### src/rtl/fir_decim_buf_if.sv
// Sample-stream handshake between the FIR output, the decimator and its consumer.
// The slave side is the decimator: it takes din/din_valid and presents dout/dout_valid against dout_ready.
interface fir_decim_buf_if #(
  parameter int IN_W  = 14,
  parameter int OUT_W = 12
);
  logic signed [IN_W-1:0]  din;
  logic                    din_valid;
  logic signed [OUT_W-1:0] dout;
  logic                    dout_valid;
  logic                    dout_ready;

  modport master (
    output din, din_valid, dout_ready,
    input  dout, dout_valid
  );

  modport slave (
    input  din, din_valid, dout_ready,
    output dout, dout_valid
  );
endinterface

### src/rtl/fir_decim_buf.sv
// Integrate-and-dump decimator by 2^LOG2_DECIM with round/saturate to OUT_W bits,
// followed by a show-ahead ready/valid FIFO and sticky saturation/drop status.
module fir_decim_buf #(
  parameter int IN_W       = 14,
  parameter int OUT_W      = 12,
  parameter int LOG2_DECIM = 2,
  parameter int FIFO_AW    = 3
) (
  input  logic               clk,
  input  logic               reset_n,
  fir_decim_buf_if.slave     bus,
  input  logic               phase_rst,
  input  logic               clr_flags,
  output logic [FIFO_AW:0]   fifo_level,
  output logic               sat_flag,
  output logic               drop_flag
);

  localparam int ACC_W = IN_W + LOG2_DECIM;
  localparam int PH_W  = (LOG2_DECIM > 0) ? LOG2_DECIM : 1;
  localparam int SHIFT = LOG2_DECIM + IN_W - OUT_W;
  localparam int DEPTH = 1 << FIFO_AW;
  localparam logic [PH_W-1:0] LAST_PH = PH_W'((1 << LOG2_DECIM) - 1);
  localparam logic signed [ACC_W:0] SAT_MAX = (ACC_W+1)'((1 << (OUT_W - 1)) - 1);
  localparam logic signed [ACC_W:0] SAT_MIN = ~SAT_MAX;

  // Decimation group
  logic [PH_W-1:0]          phase;
  logic [PH_W-1:0]          phase_eff;
  logic signed [ACC_W-1:0]  acc;
  logic signed [ACC_W-1:0]  acc_nxt;
  logic signed [ACC_W-1:0]  din_ext;
  logic                     dump;
  logic                     dump_q;

  // Pipeline stages
  logic signed [ACC_W-1:0]  s1_sum;
  logic                     s1_vld;
  logic signed [ACC_W:0]    s1_ext;
  logic signed [ACC_W:0]    rnd;
  logic                     clip_hi;
  logic                     clip_lo;
  logic signed [OUT_W-1:0]  s2_nxt;
  logic signed [OUT_W-1:0]  s2_data;
  logic                     s2_vld;

  // FIFO
  logic signed [OUT_W-1:0]  mem [DEPTH];
  logic [FIFO_AW-1:0]       wr_ptr;
  logic [FIFO_AW-1:0]       rd_ptr;
  logic [FIFO_AW-1:0]       rd_nxt;
  logic [FIFO_AW:0]         level;
  logic [FIFO_AW:0]         level_nxt;
  logic [FIFO_AW:0]         remain;
  logic signed [OUT_W-1:0]  dout_r;
  logic signed [OUT_W-1:0]  dout_nxt;
  logic                     dout_valid_r;
  logic                     pop;
  logic                     push;
  logic                     sat_set;
  logic                     drop_set;

  assign din_ext = ACC_W'(bus.din);

  // phase_rst makes the current cycle behave as phase 0, so a concurrent sample starts the new group
  always_comb begin
    phase_eff = phase_rst ? '0 : phase;
    acc_nxt   = (phase_eff == '0) ? din_ext : acc + din_ext;
    dump      = bus.din_valid && (phase_eff == LAST_PH);
  end

  always_ff @(posedge clk or negedge reset_n) begin
    if (!reset_n) begin
      phase  <= '0;
      acc    <= '0;
      dump_q <= 1'b0;
    end else begin
      dump_q <= dump;
      if (bus.din_valid) begin
        acc   <= acc_nxt;
        phase <= dump ? '0 : phase_eff + PH_W'(1);
      end else if (phase_rst) begin
        acc   <= '0;
        phase <= '0;
      end
    end
  end

  // Stage 1 captures the completed sum one edge after the final sample was accumulated
  always_ff @(posedge clk or negedge reset_n) begin
    if (!reset_n) begin
      s1_vld <= 1'b0;
      s1_sum <= '0;
    end else begin
      s1_vld <= dump_q;
      if (dump_q) s1_sum <= acc;
    end
  end

  assign s1_ext = (ACC_W+1)'(s1_sum);

  generate
    if (SHIFT > 0) begin : g_round
      localparam logic signed [ACC_W:0] HALF = (ACC_W+1)'(1) <<< (SHIFT - 1);
      assign rnd = (s1_ext + HALF) >>> SHIFT;
    end else begin : g_noround
      assign rnd = s1_ext;
    end
  endgenerate

  always_comb begin
    clip_hi = rnd > SAT_MAX;
    clip_lo = rnd < SAT_MIN;
    if (clip_hi)      s2_nxt = OUT_W'(SAT_MAX);
    else if (clip_lo) s2_nxt = OUT_W'(SAT_MIN);
    else              s2_nxt = OUT_W'(rnd);
    sat_set = s1_vld && (clip_hi || clip_lo);
  end

  always_ff @(posedge clk or negedge reset_n) begin
    if (!reset_n) begin
      s2_vld  <= 1'b0;
      s2_data <= '0;
    end else begin
      s2_vld <= s1_vld;
      if (s1_vld) s2_data <= s2_nxt;
    end
  end

  // Registered show-ahead head: dout_nxt is the entry that will be oldest after this edge
  always_comb begin
    pop      = dout_valid_r && bus.dout_ready;
    push     = s2_vld && (!level[FIFO_AW] || pop);
    drop_set = s2_vld && !push;
    rd_nxt   = pop ? rd_ptr + FIFO_AW'(1) : rd_ptr;
    remain   = level - (FIFO_AW+1)'(pop);
    level_nxt = level;
    if (push && !pop)      level_nxt = level + (FIFO_AW+1)'(1);
    else if (pop && !push) level_nxt = level - (FIFO_AW+1)'(1);
    dout_nxt = dout_r;
    if (remain != '0) dout_nxt = mem[rd_nxt];
    else if (push)    dout_nxt = s2_data;
  end

  always_ff @(posedge clk) begin
    if (push) mem[wr_ptr] <= s2_data;
  end

  always_ff @(posedge clk or negedge reset_n) begin
    if (!reset_n) begin
      wr_ptr       <= '0;
      rd_ptr       <= '0;
      level        <= '0;
      dout_r       <= '0;
      dout_valid_r <= 1'b0;
    end else begin
      if (push) wr_ptr <= wr_ptr + FIFO_AW'(1);
      rd_ptr       <= rd_nxt;
      level        <= level_nxt;
      dout_r       <= dout_nxt;
      dout_valid_r <= level_nxt != '0;
    end
  end

  // Set has priority over a concurrent clear
  always_ff @(posedge clk or negedge reset_n) begin
    if (!reset_n) begin
      sat_flag  <= 1'b0;
      drop_flag <= 1'b0;
    end else begin
      sat_flag  <= sat_set  || (sat_flag  && !clr_flags);
      drop_flag <= drop_set || (drop_flag && !clr_flags);
    end
  end

  assign bus.dout       = dout_r;
  assign bus.dout_valid = dout_valid_r;
  assign fifo_level     = level;

endmodule

### src/flat_wrapper.sv
// flat-port wrapper written by rule: the top's interface ports become plain ports
module fir_decim_buf_flat 
#(
  parameter int IN_W       = 14,
  parameter int OUT_W      = 12,
  parameter int LOG2_DECIM = 2,
  parameter int FIFO_AW    = 3
)
  (clk, reset_n, phase_rst, clr_flags, fifo_level, sat_flag, drop_flag, bus_din, bus_din_valid, bus_dout_ready, bus_dout, bus_dout_valid);
  fir_decim_buf_if #(.IN_W(IN_W), .OUT_W(OUT_W)) bus_i ();
  input  logic clk;
  input  logic reset_n;
  input  logic phase_rst;
  input  logic clr_flags;
  output logic [FIFO_AW:0] fifo_level;
  output logic sat_flag;
  output logic drop_flag;
  input wire logic [$bits(bus_i.din)-1:0] bus_din;
  input wire logic [$bits(bus_i.din_valid)-1:0] bus_din_valid;
  input wire logic [$bits(bus_i.dout_ready)-1:0] bus_dout_ready;
  output wire logic [$bits(bus_i.dout)-1:0] bus_dout;
  output wire logic [$bits(bus_i.dout_valid)-1:0] bus_dout_valid;
  assign bus_i.din = bus_din;
  assign bus_i.din_valid = bus_din_valid;
  assign bus_i.dout_ready = bus_dout_ready;
  assign bus_dout = bus_i.dout;
  assign bus_dout_valid = bus_i.dout_valid;
  fir_decim_buf #(.IN_W(IN_W), .OUT_W(OUT_W), .LOG2_DECIM(LOG2_DECIM), .FIFO_AW(FIFO_AW)) u_core (.clk(clk), .reset_n(reset_n), .bus(bus_i), .phase_rst(phase_rst), .clr_flags(clr_flags), .fifo_level(fifo_level), .sat_flag(sat_flag), .drop_flag(drop_flag));
endmodule
### config.mk
export PLATFORM = sky130hd
export DESIGN_NAME = fir_decim_buf_flat
export DESIGN_NICKNAME = d
export VERILOG_FILES = /design/src/rtl/fir_decim_buf_if.sv /design/src/rtl/fir_decim_buf.sv /design/src/flat_wrapper.sv
export SDC_FILE = /design/constraint.sdc
export NUM_CORES = 1
export LEC_CHECK = 0
export BUFFER_PORTS_ARGS = -buffer_cell sky130_fd_sc_hd__buf_4
export CAP_MARGIN = 10
export CORE_ASPECT_RATIO = 1.75
export CORE_MARGIN = 4
export CORE_UTILIZATION = 35
export DETAILED_ROUTE_END_ITERATION = 7
export GPL_TIMING_DRIVEN = 0
export SLEW_MARGIN = 20
export SYNTH_ARGS = -nofsm -noshare
export SYNTH_HDL_FRONTEND = slang
export SYNTH_SLANG_ARGS = --single-unit
### constraint.sdc
create_clock -name clk -period 3.4 [get_ports clk]
set_clock_uncertainty 0.05 [all_clocks]
set_input_delay 0.68 -clock clk [delete_from_list [all_inputs] [get_ports clk]]
set_output_delay 0.68 -clock clk [all_outputs]
set_load 0.02 [all_outputs]
==> impl_metrics.ini, run 1 <==
[drt]
drt_iter0_drc = 294
vias = 4998
first_pass_iters = 5
vias_per_cell = 5.26
drc = 0
drtAntennaViolNets = 0
wl_per_cell_um = 18.6
wirelength_um = 17700

[logic_synthesis]
post-synth-top-area-cell = edfxtp_1
yosys-top-cells-area = edfxtp_1 (37%), dfrtp_1 (23%), mux2i_1 (6.6%)
syn_area_sq_um = 7710
synthArstFlopShare_pct = 42.5
syn_nets = 623
synth_cell_types = 57
syn_avg_cell_area_sq_um = 13.3
synth_top_area_share_pct = 37.4
ys_seq_area_share_pct = 60.4
yosysMostFrequentCell = edfxtp_1
ys_warn_count = 0
synth-seq-cells = 167
synth_ff_type = edfxtp_1
synth_commonest_cells = edfxtp_1 (96), dfrtp_1 (71), mux2i_1 (51)
synth-edff-count = 96
netlist_instances = 579

[timing]
setup_viol = 0
period_share_pct = 87.9
drv_slew = 0
slew_headroom_pct = 35.8
setup_ws_ns = 0.411
period_minus_slack_ns = 2.99
max_freq_ghz = 0.335
rsz0062_at_grt = false
hold_viol = 0
tns_ns = 0
worst-slew-pin-transition_ns = 0.962

[grt]
grt_max_degree = 72
grt_overflow = 0
grt_use_met3_pct = 3.07
grt_use_total_pct = 15.0
grt_pass1_vias = 5171
grt_first_pass_wirelength_um = 28000
busiest_layer = met2
use_met1_pct = 16.3
antenna_found_initial = 0
use_met2_pct = 28.4

[cts]
cts_resized = 0
cts_setup_buffers = 0
cts-root-buf = clkbuf_16
cts.sinks = 167
clkSlewWorstSetupHoldPaths_ns = 0.06
cts_buffer_depth = 2
numCtsBuffers = 17
postCtsHoldBufs = 0
cts_tree = done
clock_latency_ns = 0.43
htree_levels = 4

[placed_design]
portBuffers = 38
place_inst = 918
dpl.hpwl_um = 12900
place_area_sq_um = 8470
dp_slack_ns = 0.0547
gp_congestion = 0.863

[worst_setup_path]
rr_endpoint = u_core.mem[2][8]
cp_common_cell = clkbuf_1
worstSetupPathType = register to register
crit_family = buffers and inverters
critPathMaxStageDelay_ns = 0.70
path_buf_inv = 4
cp_data_required_time_ns = 3.47
crit_chain = clkbuf_1 -> nand2_1 -> clkbuf_1 -> nor4b_2 -> buf_4 -> buf_2
reg2reg_depth = 6
critPathLaunchType = register
crit-reg2reg-launch = u_core.s2_vld
cp_slowest_cell = nor4b_2
crit_path_end_kind = register
r2r_setup_slack_ns = 0.41
cp.arrival_ns = 3.06
worstPathMaxFanout = 10

[die]
start_util_pct = 35.7
die_w_um = 120
die_y_um = 204
io-pin-count = 39
die_area_sq_um = 24600
row_count = 71
core-area_sq_um = 21600

[finish]
register_area_sq_um = 4660
fillCellCount = 1991
instances_no_fill = 950
multiInputGateArea_sq_um = 2920
syn_to_final_growth_pct = 17.0
layout-drive-gt1-share_pct = 18.1
finalInstanceArea_sq_um = 9020
layout.nets = 689
diodes = 0

[pwr]
powerDensity_nw_per_um2 = 772
p_leak_nw = 3.61
ir_worst_vdd_mv = 0.401

[run_status]
status = completed

[run]
cap_violations = 0

[worst_hold_path]
hp-class = input port to async pin
worst reg2reg max path, delay by kind of cell, from the launching register on:
kind / cells / cell delay [ns]
buf+inv: 4 / 1.26
flops: 1 / 0.32
simple gates: 2 / 1.06
metrics by stage:
stage	util, %	total power (W)	hold slack [ns]
global placement	38.7	0.00513	0.419
finish	41.8	0.00697	0.346
detailed placement	39.2	0.00524	0.430
CTS	41.8	0.00705	0.385
global route	41.8	0.00735	0.406
floorplan	-	0.00448	0.334
power breakdown:
| part | switching [W] | internal [W] | total (W) |
|---|---|---|---|
| registers | 0.000359 | 0.00256 | 0.00292 |
| clock network | 0.000792 | 0.00101 | 0.00180 |
| logic | 0.00118 | 0.00107 | 0.00225 |
logic make-up (layout without fill, tap and decap cells):
kind of cell               count (synthesis)  after routing  synth area share (%)
buffers and inverters                     41            120                  2.24
xor gates and xnor gates                  24             24                  2.82
muxes                                     77             77                  12.2
adders and majority gates                 24             24                  3.99
AOI/OAI and AO/OA                        129            129                  10.8
DFF                                      167            167                  60.4
and+or+nand+nor                          117            117                  7.50
layer usage:
layer  part of all wire, %  vias up
met2                    56      112
met3                   3.6       27
met1                    38     2515
met4                   2.2        0
met5                     0        -
li1                      -     2344
layout by cell type, fill, tap and decap left out, drive strengths merged, types with 19 or more instances in the layout:
| master | n |
|---|---|
| edfxtp | 96 |
| dfrtp | 71 |
| buf | 55 |
| mux2i | 51 |
| nand2 | 37 |
| a21oi | 35 |
| clkbuf | 34 |
| o21ai | 28 |
| ha | 23 |
| nor2 | 22 |
| inv | 21 |
| and3 | 19 |
area by class of cell:
cell class / count / share of cell area (%)
sequential: 167 / 51.7
multi-input combinational: 371 / 32.3
clock buffer: 18 / 4.76
tap: 292 / 4.05
timing repair buffer: 47 / 3.90
clock inverter: 14 / 1.39
buffer: 24 / 1.21
inverter: 17 / 0.707
registers in the layout (all words and copies together) (netlist names):
signal / flops
u_core.wr_ptr: 3
u_core.phase: 2
u_core.bus.dout: 12
u_core.drop_flag: 1
u_core.sat_flag: 1
u_core.dump_q: 1
u_core.acc: 16
u_core.fifo_level: 4
u_core.s1_vld: 1
u_core.rd_ptr: 3
u_core.bus.dout_valid: 1
u_core.s2_data: 12
u_core.mem: 96
u_core.s2_vld: 1
u_core.s1_sum: 13
how the worst max path moves through the flow:
stage / startpoint / to / cells past startpoint
4_1_cts: u_core.s2_vld / u_core.mem[2][8] / 6
2_1_floorplan: bus_dout_ready / u_core.mem[2][0] / 5
3_3_place_gp: bus_dout_ready / u_core.mem[2][6] / 6
3_5_place_dp: bus_dout_ready / u_core.mem[2][8] / 8
6_report: u_core.s2_vld / u_core.mem[2][8] / 6
5_1_grt: u_core.s2_vld / u_core.mem[2][5] / 6
Power figures use the tool's default switching activity.
==> inputs of run 2 (changes only) <==
Settings changed: CELL_PAD_IN_SITES_DETAIL_PLACEMENT set to 1, CELL_PAD_IN_SITES_GLOBAL_PLACEMENT set to 1, PLACE_DENSITY_LB_ADDON set to 0.1.
==> run 2 against run 1 <==
Critical path depth grew 1. Maximum frequency shrank 4.1%. Routed wire length is 15% higher. Count of clock-buffer cells in the layout stayed put. Setup slack worse by 0.13 ns. Highest routed layer unchanged. First-iteration DRC count decreased by 37%. Clock power is 7% higher. Largest power group unchanged. Critical path type unchanged. Sequential share of layout area down 0.40 points.
==> impl_metrics.ini, run 2 (synthesis results as in run 1) <==
[placed_design]
dp_slack_ns = -0.0286
portBuffers = 38
gp_congestion = 0.793
place_inst = 922
dpl.hpwl_um = 15200

[finish]
diodes = 0
final_cell_mix = edfxtp_1 (96), dfrtp_1 (71), mux2i_1 (51)
top_regs = u_core.mem x96, u_core.acc x16, u_core.s1_sum x13
layout-drive-gt1-share_pct = 18.1
instances_no_fill = 954
top_register = u_core.mem
final_common_cell = edfxtp_1
fillCellCount = 2223
layout.nets = 693
syn_to_final_growth_pct = 17.9
final_util_pct = 42.1
largest_reg_flops = 96

[die]
io-pin-count = 39
row_count = 71
start_util_pct = 35.7
die_y_um = 204
core-area_sq_um = 21600
die_area_sq_um = 24600
die_w_um = 120

[grt]
antenna_found_initial = 0
grt_use_total_pct = 17.7
grt_pass1_vias = 5645
grt_overflow = 0
grt_first_pass_wirelength_um = 32100
grt_max_degree = 72

[cts]
cts-root-buf = clkbuf_16
cts_tree = done
htree_levels = 4
numCtsBuffers = 17
cts_resized = 0
cts_buffer_depth = 2
postCtsHoldBufs = 0
cts.sinks = 167
clkSlewWorstSetupHoldPaths_ns = 0.06
clock_latency_ns = 0.43
cts_setup_buffers = 0

[timing]
max_freq_ghz = 0.321
setup_ws_ns = 0.283
rsz0062_at_grt = false
period_share_pct = 91.7
slew_headroom_pct = 38.5
period_minus_slack_ns = 3.12
setup_viol = 0
hold_viol = 0
worst-slew-pin-transition_ns = 0.923
drv_slew = 0

[drt]
wirelength_um = 20400
vias = 4998
wl_per_cell_um = 21.4
drtAntennaViolNets = 0
vias_per_cell = 5.24
drt_iter0_drc = 186
first_pass_iters = 4
drc = 0

[worst_setup_path]
crit_path_end_kind = register
worstSetupPathType = register to register
cp.arrival_ns = 3.20
cp_data_required_time_ns = 3.48
critPathLaunchType = register
worstPathMaxFanout = 10

[pwr]
powerDensity_nw_per_um2 = 790
ir_worst_vdd_mv = 0.255
p_leak_nw = 3.65
finalPower_w = 0.00718

[run]
cap_violations = 0

[run_status]
status = completed

[worst_hold_path]
hp-class = input port to async pin
run 2: cell count changes in the layout (fill, tap and decap cells not counted):
| cell | before | now |
|---|---|---|
| clkinv_1 | 1 | 4 |
| inv_6 | 4 | 0 |
| buf_4 | 46 | 45 |
| buf_6 | 2 | 5 |
| clkinvlp_4 | 2 | 3 |
| bufinv_16 | 1 | 3 |
| clkinv_2 | 3 | 1 |
| buf_2 | 5 | 7 |
run 2: stage by stage:
stage / hold WS, ns / TNS [ns] / area, sq um
after floorplan: 0.334 / 0 / 7710
after global routing: 0.255 / 0 / 9090
after detailed placement: 0.436 / -0.114 / 8500
final: 0.210 / 0 / 9090
after global placement: 0.418 / -73.67 / 8360
after CTS: 0.389 / 0 / 9090
run 2: area by class of cell:
type / count / area (sq um) / share of cell area (%)
buffer: 24 / 109 / 1.20
clock buffer: 18 / 429 / 4.72
clock inverter: 14 / 159 / 1.75
inverter: 17 / 63.8 / 0.702
multi-input combinational: 371 / 2920 / 32.1
sequential: 167 / 4660 / 51.3
tap: 292 / 365 / 4.02
timing repair buffer: 51 / 388 / 4.27
run 2: per-layer routing:
metal  wire, um  GRT usage (%)
met1       7450           17.8
met2      11900           35.1
met3        522           3.30
met4        555           6.88
met5          0              0
run 2: critical path, stage by stage, from the launching register on:
cell and delay [ns]:
dfrtp_1 0.38, clkbuf_1 0.20, nand2_1 0.19, nand2_1 0.33, clkbuf_1 0.43, nor4b_2 0.65
buf_2 0.33, buf_2 0.24
run 2: path summary, 6_finish.rpt:
kind                                     endpoint  slack (ns)  depth (start not counted)                  from
worst max-delay path            u_core.mem[2][11]        0.28                          7  u_core.fifo_level[3]
worst min-delay path               u_core.acc[10]        0.21                          1               reset_n
worst max register to register  u_core.mem[2][11]        0.28                          7  u_core.fifo_level[3]
worst min register to register      u_core.s1_vld        0.44                          0         u_core.dump_q
max in group asynchronous        u_core.wr_ptr[2]        2.55                          1               reset_n
min in group clk                    u_core.acc[1]        0.41                          2             phase_rst
run 2: power breakdown:
group	total [W]	switching (W)	internal [W]
Sequential	0.00293	0.000370	0.00256
Combinational	0.00231	0.00124	0.00107
Clock	0.00193	0.000790	0.00114
Total	0.00718	0.00241	0.00477
==> inputs of run 3 (changes only) <==
Settings changed: CORE_UTILIZATION 35 to 50.
==> run 3 against run 2 <==
Combinational power barely moved. Setup slack better by 0.10 ns. First-iteration DRC count increased by 26%. Hold slack better by 0.13 ns. Power is essentially flat. Maximum frequency rose by 3.4%. Sequential power about the same. Critical path type unchanged.
==> impl_metrics.ini, run 3 (synthesis results as in run 1) <==
[run_status]
status = completed

[worst_setup_path]
cp-startpoint = u_core.s2_vld
reg2reg_depth = 5
critPathLaunchType = register
crit_family = buffers and inverters
r2r_setup_slack_ns = 0.39
cp_slowest_cell = nor4b_2
path_buf_inv = 3
cp_data_required_time_ns = 3.47
crit_chain = clkbuf_1 -> nand2_1 -> clkbuf_1 -> nor4b_2 -> buf_2
crit-reg2reg-launch = u_core.s2_vld
cp_common_cell = clkbuf_1
cp.arrival_ns = 3.08
rr_endpoint = u_core.mem[2][8]
worstPathMaxFanout = 10
worstSetupPathType = register to register
critPathMaxStageDelay_ns = 0.72
crit_path_end_kind = register
cp_num_cells = 5

[die]
die_area_sq_um = 17500
row_count = 59
core-area_sq_um = 15000
die_y_um = 172
io-pin-count = 39
die_w_um = 102
start_util_pct = 51.4

[cts]
cts_buffer_depth = 2
cts.sinks = 167
numCtsBuffers = 17
clock_latency_ns = 0.43
postCtsHoldBufs = 0
clkSlewWorstSetupHoldPaths_ns = 0.07
cts_resized = 0
cts_tree = done
htree_levels = 4
cts-root-buf = clkbuf_16
cts_setup_buffers = 0

[finish]
largest_reg_flops = 96
layout-drive-gt1-share_pct = 18.9
final_cell_mix = edfxtp_1 (96), dfrtp_1 (71), mux2i_1 (51)
top_regs = u_core.mem x96, u_core.acc x16, u_core.s1_sum x13
finalInstanceArea_sq_um = 8950
instances_no_fill = 846
syn_to_final_growth_pct = 16.1
top_register = u_core.mem
layout.nets = 694
final_common_cell = edfxtp_1
diodes = 0

[pwr]
internal-power_w = 0.00468
ir_worst_vdd_mv = 0.340
p_switching_w = 0.00250
finalPower_w = 0.00718
comb_power_share_pct = 32.4
clkPwrFrac_pct = 26.6
p_leak_nw = 3.65
powerDensity_nw_per_um2 = 802
seqPwrFrac_pct = 41.0
p_sw_share_pct = 34.8

[drt]
vias_per_cell = 6.13
vias = 5184
drc = 0
first_pass_iters = 4
wl_per_cell_um = 24.4
drtAntennaViolNets = 0
wirelength_um = 20600
drt_iter0_drc = 235

[timing]
max_freq_ghz = 0.332
setup_viol = 0
period_minus_slack_ns = 3.01
slew_headroom_pct = 33.8
rsz0062_at_grt = false
drv_slew = 0
hold_viol = 0
period_share_pct = 88.7
worst-slew-pin-transition_ns = 0.992

[worst_hold_path]
hp-class = input port to async pin

[grt]
grt_use_total_pct = 25.0
antenna_found_initial = 0
grt_pass1_vias = 5689
grt_max_degree = 72
grt_overflow = 0
grt_first_pass_wirelength_um = 31800

[placed_design]
place_area_sq_um = 8370
dpl.hpwl_um = 14800
portBuffers = 38
place_inst = 814
gp_congestion = 0.856

[run]
cap_violations = 0
==> run 3: how the worst max path moves through the flow <==
| stage | end | slack, ns |
|---|---|---|
| global placement | u_core.mem[2][5] | -1.80 |
| global route | u_core.mem[2][4] | 0.25 |
| detailed placement | u_core.mem[2][8] | 0.16 |
| floorplan | u_core.mem[2][0] | 0.26 |
| finish | u_core.mem[2][8] | 0.39 |
| CTS | u_core.mem[2][8] | 0.35 |
==> run 3: area by class of cell <==
type,count,area (sq um)
fill,1479,6030
sequential,167,4660
multi-input combinational,371,2920
clock buffer,19,443
timing repair buffer,52,395
tap,183,229
clock inverter,13,135
buffer,24,109
inverter,17,63.8
==> run 3: metal layers <==
layer	GRT usage (%)	share of wire (%)	wire length (um)
met3	3.43	3.1	645
met2	49.6	59	12100
met5	0	0	0
met1	24.6	34	6990
met4	11.8	4.3	892
==> run 3: stage by stage <==
| step | util, % | hold WS [ns] | TNS, ns | setup WS (ns) |
|---|---|---|---|---|
| 2_1_floorplan | - | 0.334 | 0 | 0.259 |
| 3_3_place_gp | 54.9 | 0.424 | -66.82 | -1.80 |
| 3_5_place_dp | 55.9 | 0.435 | 0 | 0.162 |
| 4_1_cts | 59.7 | 0.387 | 0 | 0.348 |
| 5_1_grt | 59.7 | 0.395 | 0 | 0.250 |
| 6_report | 59.7 | 0.337 | 0 | 0.386 |
==> run 3: power by group through the flow <==
| stage | Combinational [W] | Clock [W] | Sequential (W) |
|---|---|---|---|
| global placement | 0.00223 | 0 | 0.00293 |
| detailed placement | 0.00232 | 0 | 0.00296 |
| CTS | 0.00235 | 0.00194 | 0.00293 |
| global route | 0.00251 | 0.00203 | 0.00299 |
| finish | 0.00233 | 0.00191 | 0.00294 |
| floorplan | 0.00153 | 0 | 0.00295 |
